`src/rtl/i2c_init_seq.sv`:
```
// Power-up configuration sequencer: walks a fixed {register, value} table and
// hands the I2C master one write per transaction, with pacing and NACK retries.
module i2c_init_seq #(
    parameter logic [6:0] DEV_ADDR           = 7'h39,
    parameter int         NUM_WRITES         = 12,
    parameter int         POWERUP_DELAY      = 250_000,
    parameter int         INTERMESSAGE_DELAY = 100_000,
    parameter int         MAX_RETRIES        = 3
) (
    input  logic       sda_clk,
    input  logic       reset_n,
    input  logic       restart,
    output logic       cmd_valid,
    input  logic       cmd_ready,
    output logic [6:0] cmd_dev_addr,
    output logic [7:0] cmd_reg,
    output logic [7:0] cmd_data,
    input  logic       cmd_done,
    input  logic       cmd_nack,
    output logic       busy,
    output logic       init_done,
    output logic       init_error,
    output logic [3:0] err_index
);

    typedef enum logic [2:0] {
        ST_POWERUP,
        ST_ISSUE,
        ST_WAIT_DONE,
        ST_GAP,
        ST_DONE,
        ST_ERROR
    } state_e;

    localparam logic [19:0] PU_LAST   = 20'(POWERUP_DELAY - 1);
    localparam logic [19:0] GAP_LAST  = 20'(INTERMESSAGE_DELAY - 1);
    localparam logic [3:0]  LAST_IDX  = 4'(NUM_WRITES - 1);
    localparam logic [7:0]  RETRY_MAX = 8'(MAX_RETRIES);

    state_e      state_q;
    logic [19:0] cnt_q;
    logic [3:0]  index_q;
    logic [7:0]  retry_q;
    logic        adv_q;
    logic        cmd_valid_q;
    logic [7:0]  cmd_reg_q;
    logic [7:0]  cmd_data_q;
    logic        busy_q;
    logic        init_done_q;
    logic        init_error_q;
    logic [3:0]  err_index_q;
    logic [15:0] entry_d;

    function automatic logic [15:0] table_entry(input logic [3:0] idx);
        case (idx)
            4'd0:    return 16'h4110;
            4'd1:    return 16'h9803;
            4'd2:    return 16'h9AE0;
            4'd3:    return 16'h9C30;
            4'd4:    return 16'h9D61;
            4'd5:    return 16'hA2A4;
            4'd6:    return 16'hA3A4;
            4'd7:    return 16'hE0D0;
            4'd8:    return 16'hF900;
            4'd9:    return 16'h1500;
            4'd10:   return 16'h1630;
            4'd11:   return 16'hAF06;
            default: return 16'h0000;
        endcase
    endfunction

    assign entry_d = table_entry(index_q);

    always_ff @(posedge sda_clk or negedge reset_n) begin
        if (!reset_n) begin
            state_q      <= ST_POWERUP;
            cnt_q        <= '0;
            index_q      <= '0;
            retry_q      <= '0;
            adv_q        <= 1'b0;
            cmd_valid_q  <= 1'b0;
            cmd_reg_q    <= '0;
            cmd_data_q   <= '0;
            busy_q       <= 1'b1;
            init_done_q  <= 1'b0;
            init_error_q <= 1'b0;
            err_index_q  <= '0;
        end else begin
            case (state_q)
                ST_POWERUP: begin
                    if (cnt_q == PU_LAST) begin
                        cnt_q   <= '0;
                        state_q <= ST_ISSUE;
                    end else begin
                        cnt_q <= cnt_q + 20'd1;
                    end
                end
                // First ISSUE cycle latches the entry; it stays put until accepted.
                ST_ISSUE: begin
                    if (!cmd_valid_q) begin
                        cmd_valid_q <= 1'b1;
                        cmd_reg_q   <= entry_d[15:8];
                        cmd_data_q  <= entry_d[7:0];
                    end else if (cmd_ready) begin
                        cmd_valid_q <= 1'b0;
                        state_q     <= ST_WAIT_DONE;
                    end
                end
                ST_WAIT_DONE: begin
                    if (cmd_done) begin
                        cnt_q <= '0;
                        if (!cmd_nack) begin
                            retry_q <= '0;
                            adv_q   <= 1'b1;
                            state_q <= ST_GAP;
                        end else if (retry_q < RETRY_MAX) begin
                            retry_q <= retry_q + 8'd1;
                            adv_q   <= 1'b0;
                            state_q <= ST_GAP;
                        end else begin
                            err_index_q  <= index_q;
                            init_error_q <= 1'b1;
                            busy_q       <= 1'b0;
                            state_q      <= ST_ERROR;
                        end
                    end
                end
                // adv_q is clear after a NACK or a restart, so the same index is re-issued.
                ST_GAP: begin
                    if (cnt_q == GAP_LAST) begin
                        cnt_q <= '0;
                        if (adv_q && (index_q == LAST_IDX)) begin
                            init_done_q <= 1'b1;
                            busy_q      <= 1'b0;
                            state_q     <= ST_DONE;
                        end else begin
                            if (adv_q) begin
                                index_q <= index_q + 4'd1;
                            end
                            state_q <= ST_ISSUE;
                        end
                    end else begin
                        cnt_q <= cnt_q + 20'd1;
                    end
                end
                ST_DONE: begin
                    if (restart) begin
                        init_done_q <= 1'b0;
                        index_q     <= '0;
                        adv_q       <= 1'b0;
                        busy_q      <= 1'b1;
                        cnt_q       <= '0;
                        state_q     <= ST_GAP;
                    end
                end
                ST_ERROR: begin
                    if (restart) begin
                        init_error_q <= 1'b0;
                        err_index_q  <= '0;
                        index_q      <= '0;
                        retry_q      <= '0;
                        adv_q        <= 1'b0;
                        busy_q       <= 1'b1;
                        cnt_q        <= '0;
                        state_q      <= ST_GAP;
                    end
                end
                default: state_q <= ST_POWERUP;
            endcase
        end
    end

    assign cmd_valid    = cmd_valid_q;
    assign cmd_dev_addr = DEV_ADDR;
    assign cmd_reg      = cmd_reg_q;
    assign cmd_data     = cmd_data_q;
    assign busy         = busy_q;
    assign init_done    = init_done_q;
    assign init_error   = init_error_q;
    assign err_index    = err_index_q;

endmodule
```
`config.mk`:
```
export PLATFORM = sky130hd
export DESIGN_NAME = i2c_init_seq
export DESIGN_NICKNAME = d
export VERILOG_FILES = /design/src/rtl/i2c_init_seq.sv
export SDC_FILE = /design/constraint.sdc
export NUM_CORES = 1
export LEC_CHECK = 0
export CAP_MARGIN = 5
export CORE_UTILIZATION = 30
export CTS_BUF_LIST = sky130_fd_sc_hd__clkbuf_8
export CTS_CLUSTER_SIZE = 30
export DETAILED_ROUTE_END_ITERATION = 16
export SLEW_MARGIN = 5
export SYNTH_ARGS = -nofsm -noshare
export SYNTH_HDL_FRONTEND = slang
export SYNTH_SLANG_ARGS = --single-unit
```
`constraint.sdc`:
```
create_clock -name sda_clk -period 2.2 [get_ports sda_clk]
set_input_delay 0.44 -clock sda_clk [delete_from_list [all_inputs] [get_ports sda_clk]]
set_output_delay 0.44 -clock sda_clk [all_outputs]
set_load 0.05 [all_outputs]
```
Yosys cells after proc, flatten, opt, wreduce, memory -nomap -nowiden
Memories as Yosys holds them, arrays and structs flattened. A register that Yosys moved wholly into a read port is not among the register bits. Index checks and enable logic that the tools add are counted.

Reduce and logical (&&, ||, !) cells: 19. Add/subtract/negate cells: 3. Bitwise gates (word level): 1. Multiplexer cells: 50. Equal/unequal tests: 22. $lt $le $gt $ge: 1.

Operator list (count): 20-bit 2-to-1 mux (4); 20-bit one-hot mux with 4 select lines (1); 8-bit 2-to-1 mux (4); 4-bit 2-to-1 mux (7); 3-bit 2-to-1 mux (9); 2-bit != test, second input constant (12); 20-bit by 1-bit adder with 20-bit output, second input constant (1); 20-bit by 17-bit == test with 1-bit output, second input constant (1); 20-bit by 18-bit == test with 1-bit output, second input constant (1); 1-bit 2-to-1 mux (17); 4-bit one-hot mux with 2 select lines (2); 8-bit one-hot mux with 2 select lines (1); 3-bit one-hot mux with 5 select lines (1); 4-bit AND reduction (3); 5-bit AND reduction (2); 8-bit by 1-bit adder with 8-bit output, second input constant (1); 8-bit by 2-bit < comparator with 1-bit output, second input constant (1); 2-bit nonzero test (4); 7-bit AND reduction (1); 3-bit by 2-bit == test with 1-bit output, second input constant (2); 3-bit == test, second input constant (2); 1-bit one-hot mux with 2 select lines (3); 6-bit AND reduction (1); 4-bit by 1-bit adder with 4-bit output, second input constant (1); other kinds (14) (14).

Memories kept: 1. Input port bits: 6. Logic and storage cells: 108. Output and inout port bits: 31. Bits in registers: 52. Bits in read-only memories: 240.

Memories: (no name shown) (words 16, width 15, rd ports 1, clocked after memory_dff 1, wr ports 0, line 55) `case (idx)`.

Depth between registers and ports, before layout
Gate-level depths: netlist of run 1.

Depth after elaboration: 5. Gate-level depth with buffers: 8.

Worst setup path before layout of run 1
No wires, ideal clock.

Path type: register to register. Start point: register cnt_q[0]. End point: register cnt_q[14]. Stages on the path, launching flop included: 8. Arrival time: 1.760 ns. Path slack: 0.321 ns. Buffers on the path: 1. Setup time: 0.119 ns. Cells stage by stage: dfrtp_1 ha_1 nand2_1 and3b_2 nand4_4 a211oi_4 buf_6 nor2_2.

Word-level cells in the longest chain between the ends: 3. Elaborated cells between the ends (all ways): 6.

Ends and longest elaborated chain: from (decl) (line 41) `logic [19:0] cnt_q;`; from (signal assigned) (line 95) `cnt_q <= cnt_q + 20'd1;`; from (signal assigned) (line 143) `cnt_q <= cnt_q + 20'd1;`; 20-bit by 1-bit adder with 20-bit output (tied with other cells) (line 95, 143); 20-bit 2-to-1 mux (on tied branches) (line 130, 91); 20-bit one-hot mux with 4 select lines (*) (line 89) `case (state_q)`.

Every way passes the cells marked *; elsewhere a longest branch is shown, timed or not. A chain may end at the register's enable or synchronous reset.

Final worst setup path of run 1
Start point: register retry_q[0]. End point: register retry_q[4].

Word-level cells in the longest chain between the ends: 5. Elaborated cells between the ends (all ways): 8.

Ends and longest elaborated chain: from (decl) (line 43) `logic [7:0] retry_q;`; from (signal assigned) (line 117) `retry_q <= retry_q + 8'd1;`; 8-bit by 1-bit adder with 8-bit output (line 117); 8-bit 2-to-1 mux (line 116) `end else if (retry_q < RETRY_MAX) begin`; 8-bit 2-to-1 mux (line 112) `if (!cmd_nack) begin`; 8-bit 2-to-1 mux (line 110) `if (cmd_done) begin`; 8-bit one-hot mux with 2 select lines (line 89).

Several ways; a longest one is shown, not always the timed one. The select of a mux whose other input is x is not followed.

==> results of run 1 <==
-- stage by stage --
step / hold WS, ps / setup WS [ps]
after floorplan: 144 / 321
after global placement: 457 / 34.5
after detailed placement: 462 / 4.64
after CTS: 118 / 48.9
after global routing: 138 / 12.2
final: 94.5 / 212
-- routing by layer --
layer / wire (um) / track usage (%) / vias to the layer above
met2: 3760 / 23.9 / 49
met4: 36 / 4.05 / 0
met1: 3490 / 18.3 / 1322
li1: - / - / 1318
met3: 268 / 3.07 / 4
met5: 0 / 0 / -
-- Yosys cell counts (3+ instances only) --
cell type	count	area, um^2
sky130_fd_sc_hd__a21o_1	5	37.5
sky130_fd_sc_hd__nor3_1	6	30.0
sky130_fd_sc_hd__dfrtp_1	58	1450
sky130_fd_sc_hd__nand3_1	12	60.1
sky130_fd_sc_hd__o21a_1	3	22.5
sky130_fd_sc_hd__nor4b_2	3	45.0
sky130_fd_sc_hd__nand4b_1	4	35.0
sky130_fd_sc_hd__clkbuf_1	10	37.5
sky130_fd_sc_hd__o21ai_0	17	85.1
sky130_fd_sc_hd__a31oi_1	5	31.3
sky130_fd_sc_hd__xnor2_1	18	158
sky130_fd_sc_hd__nand2b_1	7	43.8
sky130_fd_sc_hd__a21oi_1	13	65.1
sky130_fd_sc_hd__nand2_1	32	120
sky130_fd_sc_hd__buf_2	7	35.0
sky130_fd_sc_hd__nor3b_1	4	30.0
sky130_fd_sc_hd__nor2_1	29	109
sky130_fd_sc_hd__nand4_1	4	25.0
sky130_fd_sc_hd__ha_1	8	100
sky130_fd_sc_hd__nor2_2	10	62.6
sky130_fd_sc_hd__o31ai_1	4	30.0
sky130_fd_sc_hd__buf_4	8	60.1
sky130_fd_sc_hd__nor4_2	6	75.1
sky130_fd_sc_hd__nor4_1	8	50.1
sky130_fd_sc_hd__and4_1	5	43.8
sky130_fd_sc_hd__inv_1	10	37.5
sky130_fd_sc_hd__mux2i_1	8	80.1
sky130_fd_sc_hd__a22o_1	5	43.8
-- worst max-delay path by stage --
| stage | end | startpoint | slack, ps |
|---|---|---|---|
| global route | retry_q[4] | retry_q[0] | 10 |
| finish | retry_q[4] | retry_q[0] | 210 |
| CTS | retry_q[4] | retry_q[0] | 50 |
| global placement | cnt_q[18] | restart | 30 |
| detailed placement | retry_q[5] | restart | 5 |
| floorplan | cnt_q[14] | cnt_q[0] | 320 |
-- cell families after synthesis --
logic type                 count (synthesis)  share of synthesized area [%]
other                                      2                          0.221
and+or+nand+nor                          145                           25.4
muxes                                     10                           3.01
DFF                                       59                           43.4
buffers and inverters                     39                           5.66
adders and majority gates                  8                           2.94
AOI/OAI and AO/OA                         72                           14.8
xor gates and xnor gates                  18                           4.63
-- layout make-up --
cell class                      count  area [um^2]
Inverter                           11         41.3
Multi-Input combinational cell    261         1760
Clock inverter                      5         76.3
Tap cell                          140          175
Fill cell                        1105         6810
Sequential cell                    59         1480
Timing Repair Buffer               47          438
Clock buffer                       11          151
-- worst register-to-register path, stage by stage (launching register included) --
cell and delay (ps):
sky130_fd_sc_hd__dfrtp_1 410, sky130_fd_sc_hd__ha_1 240, sky130_fd_sc_hd__nor4_1 480, sky130_fd_sc_hd__nand2_1 180, sky130_fd_sc_hd__a21oi_2 350, sky130_fd_sc_hd__a41oi_1 160, sky130_fd_sc_hd__nor2_1 110
-- report_power, final --
part           switching, mW  leakage [nW]  internal (mW)  total [mW]
combinational           1.27         0.832          0.765        2.04
sequential             0.208         0.771           1.32        1.53
clock                  0.446         0.117          0.694        1.14
==> out/summary.md, run 1 <==
### Worst setup path
• **CP Buf/Inv Count** 0
• **Crit path largest cell delay** 480 ps
• **Worst Path Arrival** 2260 ps
• **family with the most delay on the worst path** simple AND/OR/NAND/NOR gates
• **Reg2Reg Setup Slack** 210 ps
• **Worst R2R End** retry_q[4]
• **chain of cells forming the critical path** ha_1, nor4_1, nand2_1, a21oi_2, a41oi_1, nor2_1
• **crit path capture type** flop
• **Critical Path Source Type** flop
• **critical path depth in cells** 6
• **slowest CP cell** sky130_fd_sc_hd__nor4_1
• **critical path start-end classification** reg -> reg
• **Req. time, crit path** 2470 ps
• **Register-to-Register Path Depth** 6
• **critical-path maximum fanout** 8
• **launch point of the worst reg-to-reg path** retry_q[0]

### Timing
• **final-report setup violation count** 0
• **number of hold violations in the final report** 0
• **worst slew slack as a fraction of its limit** 65.0%
• **f_max** 503 MHz
• **Max Slew Vio Count** 0
• **largest clock skew in the final design** 10.8 ps
• **Fin Setup TNS** 0 ps
• **min cycle time layout** 1990 ps
• **transition time of the tightest slew-check pin** 524 ps
• **ratio of final minimum period to clock period** 90.4%
• **setup repair after global routing missed its margin** false

### Cells and area
• **post-route core utilization** 37.7%
• **count of nets after finishing** 403
• **Final Instance Area** 4120 um^2
• **ANT cells** 0
• **fraction of final layout cells sized beyond drive strength 1** 17.8%
• **commonest non-fill, non-tap cell in the layout** sky130_fd_sc_hd__dfrtp_1
• **post-route insts no fill** 534
• **flip-flop count of the largest register after layout** 20
• **P&R area growth vs syn** 21.0%
• **commonest cells after routing, fill and taps aside** 58 x sky130_fd_sc_hd__dfrtp_1, 32 x sky130_fd_sc_hd__nand2_1, 29 x sky130_fd_sc_hd__nor2_1, 25 x sky130_fd_sc_hd__clkdlybuf4s50_1, 19 x sky130_fd_sc_hd__buf_4

### Clock tree
• **H-tree Lvls** 3
• **CTS tree** done
• **CTS root buffer** sky130_fd_sc_hd__clkbuf_8
• **maximum clock path buffer count** 2
• **CTS clock-pin slew for the worst setup and hold paths** 70 ps
• **Sink Count** 59
• **number of clock buffers inserted by TritonCTS** 9
• **clk_lat worst skew** 340 ps
• **Resized Gates After CTS** 0
• **number of buffers inserted by post-CTS setup repair** 0
• **number of hold buffers added after CTS** 0

### Worst hold path
• **type of the worst min-delay path** in -> async

### Flow run
• **count of maximum capacitance violations** 0

### Logic synthesis
• **sequential area share after synthesis** 43.4%
• **Mapped Cells** 353
• **Distinct cells, synth** 61
• **EDFF count, synth** 0
• **Synthesis Warnings** 0
• **fraction of registers with async set or reset after synthesis** 100%
• **ys flop type** sky130_fd_sc_hd__dfrtp_1
• **post-synthesis register bit count** 59
• **syn avg cell area** 9.65 um^2
• **total standard cell area after synthesis** 3410 um^2

### Routing
• **routed wire length** 7.56 mm
• **number of detailed-route iterations in the first pass** 4
• **via/cell ratio** 5.04
• **DR iter-0 viols** 170
• **DRC violations left** 0
• **wire per inst** 14.1 um
• **total via count after detailed routing** 2693
• **count of nets left with antenna violations after detail routing** 0

### Floorplanning
• **num rows** 38
• **Die Y** 109 um
• **number of primary I/O pins** 37
• **die area** 11800 um^2
• **core area** 10900 um^2
• **initial standard-cell utilization of the core** 31.1%
• **die outline width** 109 um

### Place
• **placed wire-length estimate** 5.34 mm
• **placed cell areas** 3890 um^2
• **DP Cell Count** 518
• **Final GP Congestion** 0.777
• **Port Buffers** 28

### Global route
• **initial antenna violation count** 0
• **pin count of the biggest net entering global routing** 32
• **wire length of the first global-routing pass** 13.2 mm
• **combined global-route utilization of all metal layers** 14.3%
• **total gr overflow** 0
• **via count of the first global-routing pass** 2628

### Power
• **overall power** 4.70 mW
• **worst IR drop on VDD** 569 uV
• **static power due to leakage** 1.72 nW
• **ratio of total power to cell area** 1140 nW/um^2

### Run status
• **result of the run** finished clean

No activity file was read; power rests on OpenSTA's default activity.
==> run 2, diff against run 1 <==
--- a/config.mk
+++ b/config.mk
@@ -10,7 +10,8 @@
 export CTS_BUF_LIST = sky130_fd_sc_hd__clkbuf_8
 export CTS_CLUSTER_SIZE = 30
 export DETAILED_ROUTE_END_ITERATION = 16
-export SLEW_MARGIN = 5
+export SLEW_MARGIN = 20
 export SYNTH_ARGS = -nofsm -noshare
 export SYNTH_HDL_FRONTEND = slang
 export SYNTH_SLANG_ARGS = --single-unit
+export TNS_END_PERCENT = 1
==> results of run 2 <==
Final layout, timing and power as in run 1 (identical DEF).
==> run 3, diff against run 2 <==
--- a/config.mk
+++ b/config.mk
@@ -10,6 +10,7 @@
 export CTS_BUF_LIST = sky130_fd_sc_hd__clkbuf_8
 export CTS_CLUSTER_SIZE = 30
 export DETAILED_ROUTE_END_ITERATION = 16
+export SETUP_SLACK_MARGIN = 0.3
 export SLEW_MARGIN = 20
 export SYNTH_ARGS = -nofsm -noshare
 export SYNTH_HDL_FRONTEND = slang
==> constraint.sdc (replaced) <==
create_clock -name sda_clk -period 2.3 [get_ports sda_clk]
set_input_delay 0.46 -clock sda_clk [delete_from_list [all_inputs] [get_ports sda_clk]]
set_output_delay 0.46 -clock sda_clk [all_outputs]
set_load 0.05 [all_outputs]
==> run 3 against run 2 <==
  * Via count fell by 1.9%
  * Non-clock buffer count fell by 2
  * Combinational power fell by 5%
  * Highest routed layer unchanged
  * Global-route usage fell by 0.25 points
  * Worst setup slack improved by 87 ps
  * Hold slack got worse by 13 ps
  * Cell count fell by 0.37%
  * First-iteration DRC count fell by 22%
==> out/summary.md, run 3 (synthesized netlist as in run 1, its figures left out) <==
### Clock tree
• **number of clock buffers inserted by TritonCTS** 9, unchanged
• **number of hold buffers added after CTS** 0, unchanged
• **clk_lat worst skew** 340 ps, about the same
• **Sink Count** 59, unchanged
• **number of buffers inserted by post-CTS setup repair** 0, unchanged
• **CTS clock-pin slew for the worst setup and hold paths** 70 ps, about the same
• **Resized Gates After CTS** 1, +1
• **H-tree Lvls** 3, unchanged
• **CTS tree** done
• **maximum clock path buffer count** 2, unchanged
• **CTS root buffer** sky130_fd_sc_hd__clkbuf_8

### Floorplanning
• **Die Y** 109 um, unchanged
• **core area** 10900 um^2, unchanged
• **num rows** 38, unchanged
• **initial standard-cell utilization of the core** 31.1%, unchanged
• **die outline width** 109 um, unchanged
• **number of primary I/O pins** 37, unchanged
• **die area** 11800 um^2, unchanged

### Routing
• **via/cell ratio** 4.97, -1.5%
• **number of detailed-route iterations in the first pass** 5, +1
• **DR iter-0 viols** 132, -22%
• **count of nets left with antenna violations after detail routing** 0, unchanged
• **wire length on met3** 201 um, -25%
• **max layer used** met4
• **total via count after detailed routing** 2643, -1.9%
• **detailed route wirelength on metal2** 3.56 mm, -5.3%
• **DRC violations left** 0, unchanged
• **wire per inst** 13.9 um, -1.7%
• **DRT met1 WL** 3.53 mm, +1.1%
• **routed wire length** 7.40 mm, -2.1%

### Place
• **placed wire-length estimate** 5.40 mm, +1.0%
• **Port Buffers** 28, unchanged
• **Final GP Congestion** 0.771, -0.81%

### Global route
• **combined global-route utilization of all metal layers** 14.0%, -0.25 points
• **via count of the first global-routing pass** 2613, -0.57%
• **initial antenna violation count** 0, unchanged
• **total gr overflow** 0, unchanged
• **wire length of the first global-routing pass** 12.9 mm, -2.3%
• **pin count of the biggest net entering global routing** 28, -13%

### Worst setup path
• **crit path capture type** output port
• **critical-path maximum fanout** 2, -6
• **Crit path largest cell delay** 830 ps, +350 ps
• **launch point of the worst reg-to-reg path** cnt_q[6]
• **Worst Path Arrival** 1540 ps, -720 ps
• **critical path depth in cells** 1, -5
• **slowest CP cell** sky130_fd_sc_hd__clkdlybuf4s50_1
• **CP Buf/Inv Count** 1, +1
• **Req. time, crit path** 1840 ps, -630 ps
• **Worst R2R End** cnt_q[7]
• **Register-to-Register Path Depth** 7, +1
• **Critical Path Source Type** flop
• **Reg2Reg Setup Slack** 330 ps, +120 ps
• **chain of cells forming the critical path** clkdlybuf4s50_1
• **critical path start-end classification** reg -> out
• **family with the most delay on the worst path** buffers and inverters

### Timing
• **transition time of the tightest slew-check pin** 519 ps, -5.01 ps
• **f_max** 500 MHz
• **Fin Setup TNS** 0 ps, unchanged
• **final-report setup violation count** 0, unchanged
• **setup repair after global routing missed its margin** true
• **number of hold violations in the final report** 0, unchanged
• **Max Slew Vio Count** 0, unchanged
• **worst slew slack as a fraction of its limit** 65.3%, +0.33 points
• **largest clock skew in the final design** 5.80 ps, -4.99 ps
• **ratio of final minimum period to clock period** 87.0%
• **min cycle time layout** 2000 ps

### Power
• **ratio of total power to cell area** 1050 nW/um^2, -8.4%
• **static power due to leakage** 1.69 nW, -1.6%
• **worst IR drop on VDD** 699 uV, +23%

### Cells and area
• **commonest non-fill, non-tap cell in the layout** sky130_fd_sc_hd__dfrtp_1
• **P&R area growth vs syn** 19.2%
• **fraction of final layout cells sized beyond drive strength 1** 16.8%, -0.93 points
• **ANT cells** 0, unchanged
• **fill cell total of the finished layout** 1120, +1.4%
• **commonest cells after routing, fill and taps aside** 58 x sky130_fd_sc_hd__dfrtp_1, 32 x sky130_fd_sc_hd__nand2_1, 29 x sky130_fd_sc_hd__nor2_1, 25 x sky130_fd_sc_hd__clkdlybuf4s50_1, 18 x sky130_fd_sc_hd__xnor2_1
• **flip-flop count of the largest register after layout** 20, unchanged
• **post-route core utilization** 37.1%, -0.56 points
• **count of nets after finishing** 401, -0.50%

### Worst hold path
• **type of the worst min-delay path** in -> async

### Run status
• **result of the run** finished clean

### Flow run
• **count of maximum capacitance violations** 0, unchanged

[run 3: stage by stage]
step / power [mW] / instance area (um^2) / hold WS (ps) / instances / worst slack (ps)
floorplan: 2.81 / 3430 / 164 / 359 / 421
global placement: 3.41 / 3880 / 443 / 516 / 126
detailed placement: 3.43 / 3880 / 461 / 516 / 97.2
CTS: 4.30 / 4060 / 90.8 / 532 / 159
global route: 4.55 / 4060 / 111 / 532 / 199
finish: 4.25 / 4060 / 81.3 / 532 / 299
[run 3: layout make-up]
cell class	instances	area (um^2)	share of cell area (%)
well taps	140	175	4.31
multi-input cells	261	1760	43.3
inverters	11	41.3	1.02
clock inverters	5	27.5	0.678
clock buffers	11	151	3.73
flip-flops and latches	59	1480	36.4
repair buffers	45	429	10.6
[run 3: worst max path at each step]
stage,startpoint,to,slack (ps)
2_1_floorplan,cnt_q[0],cnt_q[14],420
3_3_place_gp,restart,retry_q[5],130
3_5_place_dp,restart,retry_q[5],100
4_1_cts,cmd_valid,cmd_valid,160
5_1_grt,state_q[2],cmd_reg[6],200
6_report,init_done,init_done,300
[run 3: routing by layer]
metal	track usage (%)	vias up
li1	-	1318
met5	0	-
met2	23.0	43
met1	17.8	1271
met4	5.69	0
met3	2.95	11
[run 3: report_power, final]
group	internal [mW]	switching (mW)	total [mW]
sequential	1.26	0.178	1.44
combinational	0.730	1.21	1.94
clock	0.442	0.420	0.862
total	2.43	1.81	4.25
